===== config.mk =====
export PLATFORM = sky130hd
export DESIGN_NAME = systolic_seq_ctrl
export DESIGN_NICKNAME = d
export VERILOG_FILES = /design/src/rtl/systolic_pkg.sv /design/src/rtl/seq_delay_line.sv /design/src/rtl/systolic_seq_ctrl.sv
export SDC_FILE = /design/constraint.sdc
export NUM_CORES = 1
export LEC_CHECK = 0
export CAP_MARGIN = 10
export CORE_MARGIN = 3
export CORE_UTILIZATION = 35
export CTS_BUF_LIST = sky130_fd_sc_hd__clkbuf_8
export DETAILED_ROUTE_END_ITERATION = 8
export GPL_ROUTABILITY_DRIVEN = 0
export GPL_TIMING_DRIVEN = 0
export HOLD_SLACK_MARGIN = 0.08
export SLEW_MARGIN = 25
export SYNTH_ARGS = -nofsm -noshare
export SYNTH_HDL_FRONTEND = slang
export SYNTH_HIERARCHICAL = 1
export SYNTH_SLANG_ARGS = --single-unit

===== constraint.sdc =====
create_clock -name clk -period 4.9 [get_ports clk]
set_input_delay 1.225 -clock clk [delete_from_list [all_inputs] [get_ports clk]]
set_output_delay 1.225 -clock clk [all_outputs]
set_load 0.01 [all_outputs]

===== src/rtl/systolic_pkg.sv =====
// ============================================================================
// Module  : systolic_pkg
// Purpose : Shared constants and state encoding for the systolic sequencer.
// Rev     : 1.0  initial release
// ============================================================================
`default_nettype none

package systolic_pkg;

    localparam int DIM          = 4;
    localparam int N_INST       = 8;
    localparam int COL_W        = 8;
    localparam int MEM_ROW_LEN  = 256;
    localparam int RES_PER_INST = DIM * DIM;
    localparam int RD_LAT       = 1;
    localparam int DRAIN        = 2;

    localparam int INST_AW  = 3;
    localparam int INST_W   = 5;
    localparam int RES_W    = 4;
    localparam int OUT_AW   = 7;
    // one extra bit so idx can reach N_INST for the terminal compare
    localparam int IDX_W    = 4;
    localparam int SPAN_W   = 9;
    localparam int SPAN_BASE = 6;

    typedef enum logic [3:0] {
        ST_IDLE   = 4'd0,
        ST_FETCH  = 4'd1,
        ST_DECODE = 4'd2,
        ST_CLEAR  = 4'd3,
        ST_STREAM = 4'd4,
        ST_DRAIN  = 4'd5,
        ST_WRITE  = 4'd6,
        ST_NEXT   = 4'd7,
        ST_DONE   = 4'd8
    } seq_state_t;

endpackage

`default_nettype wire


===== src/rtl/seq_delay_line.sv =====
// ============================================================================
// Module  : seq_delay_line
// Purpose : DEPTH-stage single-bit shift register (aligns arr_en to read data).
// Rev     : 1.0  initial release
// ============================================================================
`default_nettype none

module seq_delay_line #(
    parameter int DEPTH = 1
) (
    input  logic clk,
    input  logic rst,
    input  logic din,
    output logic dout
);

    logic [DEPTH-1:0] r_sr;

    generate
        if (DEPTH == 1) begin : g_single
            always_ff @(posedge clk or posedge rst) begin
                if (rst) r_sr <= '0;
                else     r_sr <= din;
            end
        end else begin : g_chain
            always_ff @(posedge clk or posedge rst) begin
                if (rst) r_sr <= '0;
                else     r_sr <= {r_sr[DEPTH-2:0], din};
            end
        end
    endgenerate

    assign dout = r_sr[DEPTH-1];

endmodule

`default_nettype wire


===== src/rtl/systolic_seq_ctrl.sv =====
// ============================================================================
// Module  : systolic_seq_ctrl
// Purpose : Instruction sequencer for the 4x4 systolic array. Optional
//           busy-cycle counter enabled by SYSTOLIC_PERF_CNT_EN.
// Rev     : 1.0  initial release
// ============================================================================
`default_nettype none

module systolic_seq_ctrl
    import systolic_pkg::*;
(
    input  logic                clk,
    input  logic                rst,
    input  logic                ap_start,
    output logic                ap_done,
    output logic                busy,
    output logic                err_ovf,
    output logic [INST_AW-1:0]  inst_addr,
    input  logic [INST_W-1:0]   inst_data,
    output logic [INST_W-1:0]   cur_inst,
    output logic                rd_en,
    output logic [COL_W-1:0]    rd_col,
    output logic                arr_clr,
    output logic                arr_en,
    output logic [RES_W-1:0]    res_sel,
    output logic [OUT_AW-1:0]   out_addr,
`ifdef SYSTOLIC_PERF_CNT_EN
    output logic [15:0]         perf_cycles,
`endif
    output logic                out_we
);

    seq_state_t          r_state, w_state_nxt;
    logic [IDX_W-1:0]    r_idx,   w_idx_nxt;
    logic [SPAN_W-1:0]   r_col,   w_col_nxt;
    logic [SPAN_W-1:0]   r_cnt,   w_cnt_nxt;
    logic [SPAN_W-1:0]   r_span,  w_span_nxt;
    logic [INST_W-1:0]   r_cur,   w_cur_nxt;
    logic                r_err,   w_err_nxt;
    logic [SPAN_W-1:0]   w_span_dec;
    logic [SPAN_W-1:0]   w_col_end;
    logic [COL_W-1:0]    w_rd_col;

    always_ff @(posedge clk or posedge rst) begin
        if (rst) begin
            r_state <= ST_IDLE;
            r_idx   <= '0;
            r_col   <= '0;
            r_cnt   <= '0;
            r_span  <= '0;
            r_cur   <= '0;
            r_err   <= 1'b0;
        end else begin
            r_state <= w_state_nxt;
            r_idx   <= w_idx_nxt;
            r_col   <= w_col_nxt;
            r_cnt   <= w_cnt_nxt;
            r_span  <= w_span_nxt;
            r_cur   <= w_cur_nxt;
            r_err   <= w_err_nxt;
        end
    end

    // Non-first instructions carry one extra gap column between programs.
    assign w_span_dec = SPAN_W'(inst_data) + SPAN_W'(SPAN_BASE)
                      + ((r_idx != '0) ? SPAN_W'(1) : SPAN_W'(0));
    assign w_col_end  = r_col + w_span_dec;

    always_comb begin
        w_state_nxt = r_state;
        w_idx_nxt   = r_idx;
        w_col_nxt   = r_col;
        w_cnt_nxt   = r_cnt;
        w_span_nxt  = r_span;
        w_cur_nxt   = r_cur;
        w_err_nxt   = r_err;
        case (r_state)
            ST_IDLE: begin
                if (ap_start) begin
                    w_state_nxt = ST_FETCH;
                    w_idx_nxt   = '0;
                    w_col_nxt   = '0;
                    w_cnt_nxt   = '0;
                    w_err_nxt   = 1'b0;
                end
            end
            ST_FETCH:  w_state_nxt = ST_DECODE;
            ST_DECODE: begin
                if ((inst_data == '0) || (r_idx == IDX_W'(N_INST))) begin
                    w_state_nxt = ST_DONE;
                    w_cur_nxt   = '0;
                end else if (w_col_end > SPAN_W'(MEM_ROW_LEN)) begin
                    w_state_nxt = ST_DONE;
                    w_cur_nxt   = '0;
                    w_err_nxt   = 1'b1;
                end else begin
                    w_state_nxt = ST_CLEAR;
                    w_cur_nxt   = inst_data;
                    w_span_nxt  = w_span_dec;
                end
            end
            ST_CLEAR: begin
                w_state_nxt = ST_STREAM;
                w_cnt_nxt   = '0;
            end
            ST_STREAM: begin
                if (r_cnt == r_span - SPAN_W'(1)) begin
                    w_state_nxt = ST_DRAIN;
                    w_cnt_nxt   = '0;
                end else begin
                    w_cnt_nxt   = r_cnt + SPAN_W'(1);
                end
            end
            ST_DRAIN: begin
                if (r_cnt == SPAN_W'(RD_LAT + DRAIN - 1)) begin
                    w_state_nxt = ST_WRITE;
                    w_cnt_nxt   = '0;
                end else begin
                    w_cnt_nxt   = r_cnt + SPAN_W'(1);
                end
            end
            ST_WRITE: begin
                if (r_cnt == SPAN_W'(RES_PER_INST - 1)) begin
                    w_state_nxt = ST_NEXT;
                    w_cnt_nxt   = '0;
                end else begin
                    w_cnt_nxt   = r_cnt + SPAN_W'(1);
                end
            end
            ST_NEXT: begin
                w_state_nxt = ST_FETCH;
                w_col_nxt   = r_col + r_span;
                w_idx_nxt   = r_idx + IDX_W'(1);
            end
            ST_DONE:  w_state_nxt = ST_IDLE;
            default:  w_state_nxt = ST_IDLE;
        endcase
    end

    assign w_rd_col  = r_col[COL_W-1:0] + r_cnt[COL_W-1:0];

    assign ap_done   = (r_state == ST_DONE);
    assign busy      = (r_state != ST_IDLE);
    assign err_ovf   = r_err;
    assign inst_addr = r_idx[INST_AW-1:0];
    assign cur_inst  = r_cur;
    assign rd_en     = (r_state == ST_STREAM);
    assign rd_col    = rd_en ? w_rd_col : '0;
    assign arr_clr   = (r_state == ST_CLEAR);
    assign out_we    = (r_state == ST_WRITE);
    assign res_sel   = out_we ? r_cnt[RES_W-1:0] : '0;
    assign out_addr  = out_we ? {r_idx[INST_AW-1:0], r_cnt[RES_W-1:0]} : '0;

    seq_delay_line #(
        .DEPTH (RD_LAT)
    ) u_en_dly (
        .clk  (clk),
        .rst  (rst),
        .din  (rd_en),
        .dout (arr_en)
    );

`ifdef SYSTOLIC_PERF_CNT_EN
    logic [15:0] r_perf;

    // DONE is excluded so the value seen on the ap_done pulse is what holds.
    always_ff @(posedge clk or posedge rst) begin
        if (rst) begin
            r_perf <= '0;
        end else if (r_state == ST_IDLE) begin
            if (ap_start) r_perf <= '0;
        end else if ((r_state != ST_DONE) && (r_perf != 16'hFFFF)) begin
            r_perf <= r_perf + 16'd1;
        end
    end

    assign perf_cycles = r_perf;
`endif

endmodule

`default_nettype wire


# ---- Yosys cells after proc, flatten, opt, wreduce, memory -nomap -nowiden
# Index checks and enable logic that the tools add are counted.
# Widths: inputs -> output; s select.
dict set report totals {
  regBits 42
  in_bits 8
  output_inout_bits 34
}
dict set report classes {
  addsub 8
  magnitude_cmp 1
  eq_ne 18
  muxes 25
  bitwise_logic 2
  n_reduce_logical 13
}
# op n
set op_table {}
lappend op_table {{$pmux 9 s5} 1}
lappend op_table {{$mux 9} 4}
lappend op_table {{$mux 4} 8}
lappend op_table {{$pmux 4 s8} 1}
lappend op_table {{$pmux 9 s2} 1}
lappend op_table {{$eq 4x3->1 const B} 4}
lappend op_table {{$mux 5} 2}
lappend op_table {{$add 9x1->9 const B} 1}
lappend op_table {{$add 9x7->9} 1}
lappend op_table {{$add 9x9->9} 1}
lappend op_table {{$eq 9x2->1 const B} 1}
lappend op_table {{$eq 9x4->1 const B} 1}
lappend op_table {{$eq 9x9->1} 1}
lappend op_table {{$gt 9x9->1 const B} 1}
lappend op_table {{$sub 9x1->9 const B} 1}
lappend op_table {{$add 8x8->8} 1}
lappend op_table {{$eq 4x2->1 const B} 2}
lappend op_table {{$eq 4x4->1 const B} 2}
lappend op_table {{$mux 8} 1}
lappend op_table {{$ne 2x2->1 const B} 4}
lappend op_table {{$pmux 4 s2} 1}
lappend op_table {{$reduce_and 4->1} 2}
lappend op_table {{$reduce_bool 4->1} 2}
lappend op_table {{$add 6x1->7} 1}
lappend op_table {{15 further kinds} 22}

# ---- Depth between registers and ports, before layout
dict set report logic_depth {
  word_depth 8
  ltp_mapped 20
}

# ---- Cells and area by module
# The synthesis kept the hierarchy.
# module instances cells_each area_each_um2 seq_area_each_um2
set by_module_without_submodules {}
lappend by_module_without_submodules {systolic_seq_ctrl 1 356 3155.5 950.9}
lappend by_module_without_submodules {seq_delay_line 1 2 28.8 25.0}

# ---- Least setup slack after synthesis
# Ideal clock, no wire load.
dict set report synth_path {
  path_kind {in2reg}
  from {input port inst_data[0]}
  to {register r_span[2]}
  setup_ps 125
  t_arrival_ps 3751
  required_time_ps 4775
  slack_ps 1024
  stages 17
  cell_sequence {ha_1 -> inv_1 -> ha_1 -> inv_1 -> o21ai_0 -> xnor2_1 -> ha_1 -> buf_2 -> nand2_1 -> a21oi_1 -> a21oi_1 -> a2111oi_0 -> a41o_1 -> buf_6 -> and2_1 -> buf_6 -> mux2_4}
}
dict set report synth_via {
  elab_chain_len 6
}
# element line_no
set synth_rtl {}
lappend synth_rtl {{from (decl)} systolic_seq_ctrl.sv:19} ;# input logic [INST_W-1:0] inst_data,
lappend synth_rtl {{$add 5x3->6} systolic_seq_ctrl.sv:65} ;# assign w_span_dec = SPAN_W'(inst_data) + SPAN_W'(SPAN_BASE)
lappend synth_rtl {{$add 6x1->7} systolic_seq_ctrl.sv:66} ;# + ((r_idx != '0) ? SPAN_W'(1) : SPAN_W'(0));
lappend synth_rtl {{via w_span_dec[4]} systolic_seq_ctrl.sv:40} ;# logic [SPAN_W-1:0] w_span_dec;
lappend synth_rtl {{$add 9x7->9} systolic_seq_ctrl.sv:67} ;# assign w_col_end = r_col + w_span_dec;
lappend synth_rtl {{$gt 9x9->1} systolic_seq_ctrl.sv:92} ;# end else if (w_col_end > SPAN_W'(MEM_ROW_LEN)) begin
lappend synth_rtl {{$not 1->1 (no source line)} n/a}
lappend synth_rtl {{$reduce_and 3->1 (no source line)} n/a}
lappend synth_rtl {{to (signal assigned)} systolic_seq_ctrl.sv:58} ;# r_span <= w_span_nxt;
lappend synth_rtl {{to (decl)} systolic_seq_ctrl.sv:37} ;# logic [SPAN_W-1:0] r_span, w_span_nxt;
# The timed path passes the listed nets, and every way through them passes these cells.
# A chain may end at the register's enable or synchronous reset.

# ---- Final worst setup path
# Ends and elaborated chain as after synthesis.

==> metrics <==
worst vdd ir 154 µV; Top FF cell, synth dfrtp_1; Die Span Y ~100 µm; Leak around 1.8 nW; Pins Over Slew Limit 0; Register Area 976 µm²; Post-route DRC 0; maximum clock rate 220 MHz; pin count of the biggest net entering global routing 26; Final HPWL DP approximately 6200 µm; Worst Setup Path Type input pin to flop; router iterations before antenna repair 5; CTS max path bufs 2; Required @ worst endpoint 5090 ps; footprint of the multi-input gates about 2000 µm²; Worst EP arrival roughly 4700 ps; H-tree depth 2; final number of hold-violating endpoints 0; Synth Register Bits 39; sequential-to-total area share from yosys stat 30.6%; # setup viols final 0; vias 2781; first-pass GRT wire length 13200 µm; initial antenna violation count 0; fin crit share just over 90%; RSZ-0062 raised after global routing no; GR Util All Layers 16.0%; Core ar. 8760 µm²; die footprint just over 10000 µm²; DRT iter0 DRCs 188; Area growth syn-to-layout 21.3%; Yosys Warn Count 6; fin area between 3000 and 4000 µm²; P per Cell Area 550 nW/µm²; CTS tree done; placed cell area 3750 µm²; clock root cell clkbuf_8; CP max FO 10; Syn Nets 395; Initial Util 36.3%; vias in the first global route 2642; Nets 444; final WL just under 8000 µm; Mapped Avg Cell Area slightly below 9 µm²; status finished, final reports clean; Worst Setup End Kind flop; I/O pin count 42; FF-to-FF setup slack 570 ps; maxcap violations 0; nature of the critical path startpoint input pin; FP Rows 34; IO Port Bufs 41; Cells after Synth 358; Rel. slew slack 56.5%; postcts setup bufs 0; CTS Hold Buffers Added 0; Hold Path Class flop to flop; clock skew 10.3 ps; share of cells above drive strength 1 9.07%; CTS sink cnt 39; die width 101 µm; synthesized cell area 3180 µm²; Post-synth EDFFs 0; final setup TNS 0 ps; remaining global-route overflow 0; clk_lat worst skew 300 ps; ANT nets after route 0; Post-synth ARST share 100%; Worst-path clk slew 80 ps; Yosys cell types 60; Num CTS Buffers 5; Tmin final 4540 ps; post_cts resized 0; Slew @ Worst Pin 647 ps; Vias/cell 5.39; Routed WL per cell 15.3 µm; FILL cells between 800 and 900; antenna cells 0
==> critical path, cell delays in order <==
cell	delay, ps
clkdlybuf4s50_1	450
ha_1	230
inv_1	60
ha_1	170
inv_1	40
o21ai_0	180
xnor2_1	140
ha_1	440
nand2_1	80
a2111oi_0	590
nor4b_1	130
a41o_1	270
buf_6	150
and2_1	140
buf_6	140
mux2_4	290
==> kinds of logic after synthesis <==
kind of cell               Yosys count  synth area share (%)
and+or+nand+nor                    133                  21.9
DFF                                 39                  30.6
adders and majority gates           29                  12.1
muxes                                6                  2.51
AOI/OAI and AO/OA                   81                  18.2
buffers and inverters               41                  6.68
xor gates and xnor gates            29                  7.98
==> final cells by class <==
type | instances | area share (%)
clock inverter | 3 | 1.13
buffer | 21 | 3.56
sequential | 39 | 25.3
clock buffer | 5 | 1.78
timing repair buffer | 42 | 11.1
inverter | 20 | 1.94
tap | 108 | 3.50
multi-input combinational | 278 | 51.7
==> through the flow <==
stage / hold slack, ps / instances / power, W / setup WS [ps] / utilization, %
floorplan: 473 / 358 / 0.00148 / 1020 / -
global placement: 467 / 507 / 0.00183 / 68.5 / 42.6
detailed placement: 480 / 508 / 0.00185 / 68.6 / 42.8
CTS: 501 / 516 / 0.00214 / 383 / 44.1
global route: 510 / 516 / 0.00233 / 7.47 / 44.1
finish: 494 / 516 / 0.00212 / 362 / 44.1
==> per-layer routing <==
layer | vias up | GRT usage, % | part of all wire [%] | wire [µm]
li1 | 1391 | - | - | -
met1 | 1316 | 22.9 | 49 | 3870
met2 | 65 | 25.3 | 45 | 3570
met3 | 9 | 2.27 | 4.5 | 353
met4 | 0 | 4.60 | 1.5 | 120
met5 | - | 0 | 0 | 0
==> synth_stat cells, types with 10 or more instances <==
library cell,instances,share of area [%]
o21ai_0,16,2.5
xor2_1,10,2.8
xnor2_1,19,5.2
a21o_1,10,2.4
ha_1,26,10
dfrtp_1,39,31
nor2_1,27,3.2
nand2_1,28,3.3
nor3_1,10,1.6
nand3_1,15,2.4
inv_1,20,2.4
a21oi_1,12,1.9
nor4_1,10,2.0
==> final timing paths <==
kind                                      end          from  depth (start not counted)
worst max-delay path                r_span[2]  inst_data[0]                         16
worst min-delay path              cur_inst[0]   cur_inst[0]                          1
worst max register to register      r_span[2]      r_idx[0]                         18
worst min register to register    cur_inst[0]   cur_inst[0]                          1
max in group asynchronous           r_span[2]           rst                          3
min in group asynchronous       u_en_dly/dout           rst                          2
==> flip-flops by register name, summed over array words and instances, names as in the netlist <==
register and count:
r_cnt 9, r_col 9, r_span 6, cur_inst 5, r_idx 4, r_state 4
err_ovf 1, u_en_dly/dout 1
==> where the power goes <==
group          internal [W]  switching (W)
clock              0.000152       0.000127
combinational      0.000589       0.000689
sequential         0.000428       0.000139
==> placed cells by master (no fill, tap or decap), types with 5 or more instances in the layout <==
cell type / instances
clkdlybuf4s50_1: 41
dfrtp_1: 39
nand2_1: 28
nor2_1: 27
ha_1: 26
inv_1: 19
xnor2_1: 19
o21ai_0: 16
nand3_1: 15
a21oi_1: 12
nor3_1: 10
a21o_1: 10
nor4_1: 10
xor2_1: 10
clkbuf_1: 7
and3_1: 7
buf_4: 7
a32o_1: 6
and2_1: 6
o31ai_1: 5
nor2b_1: 5
clkbuf_8: 5
No activity file was read; power rests on OpenSTA's default activity.
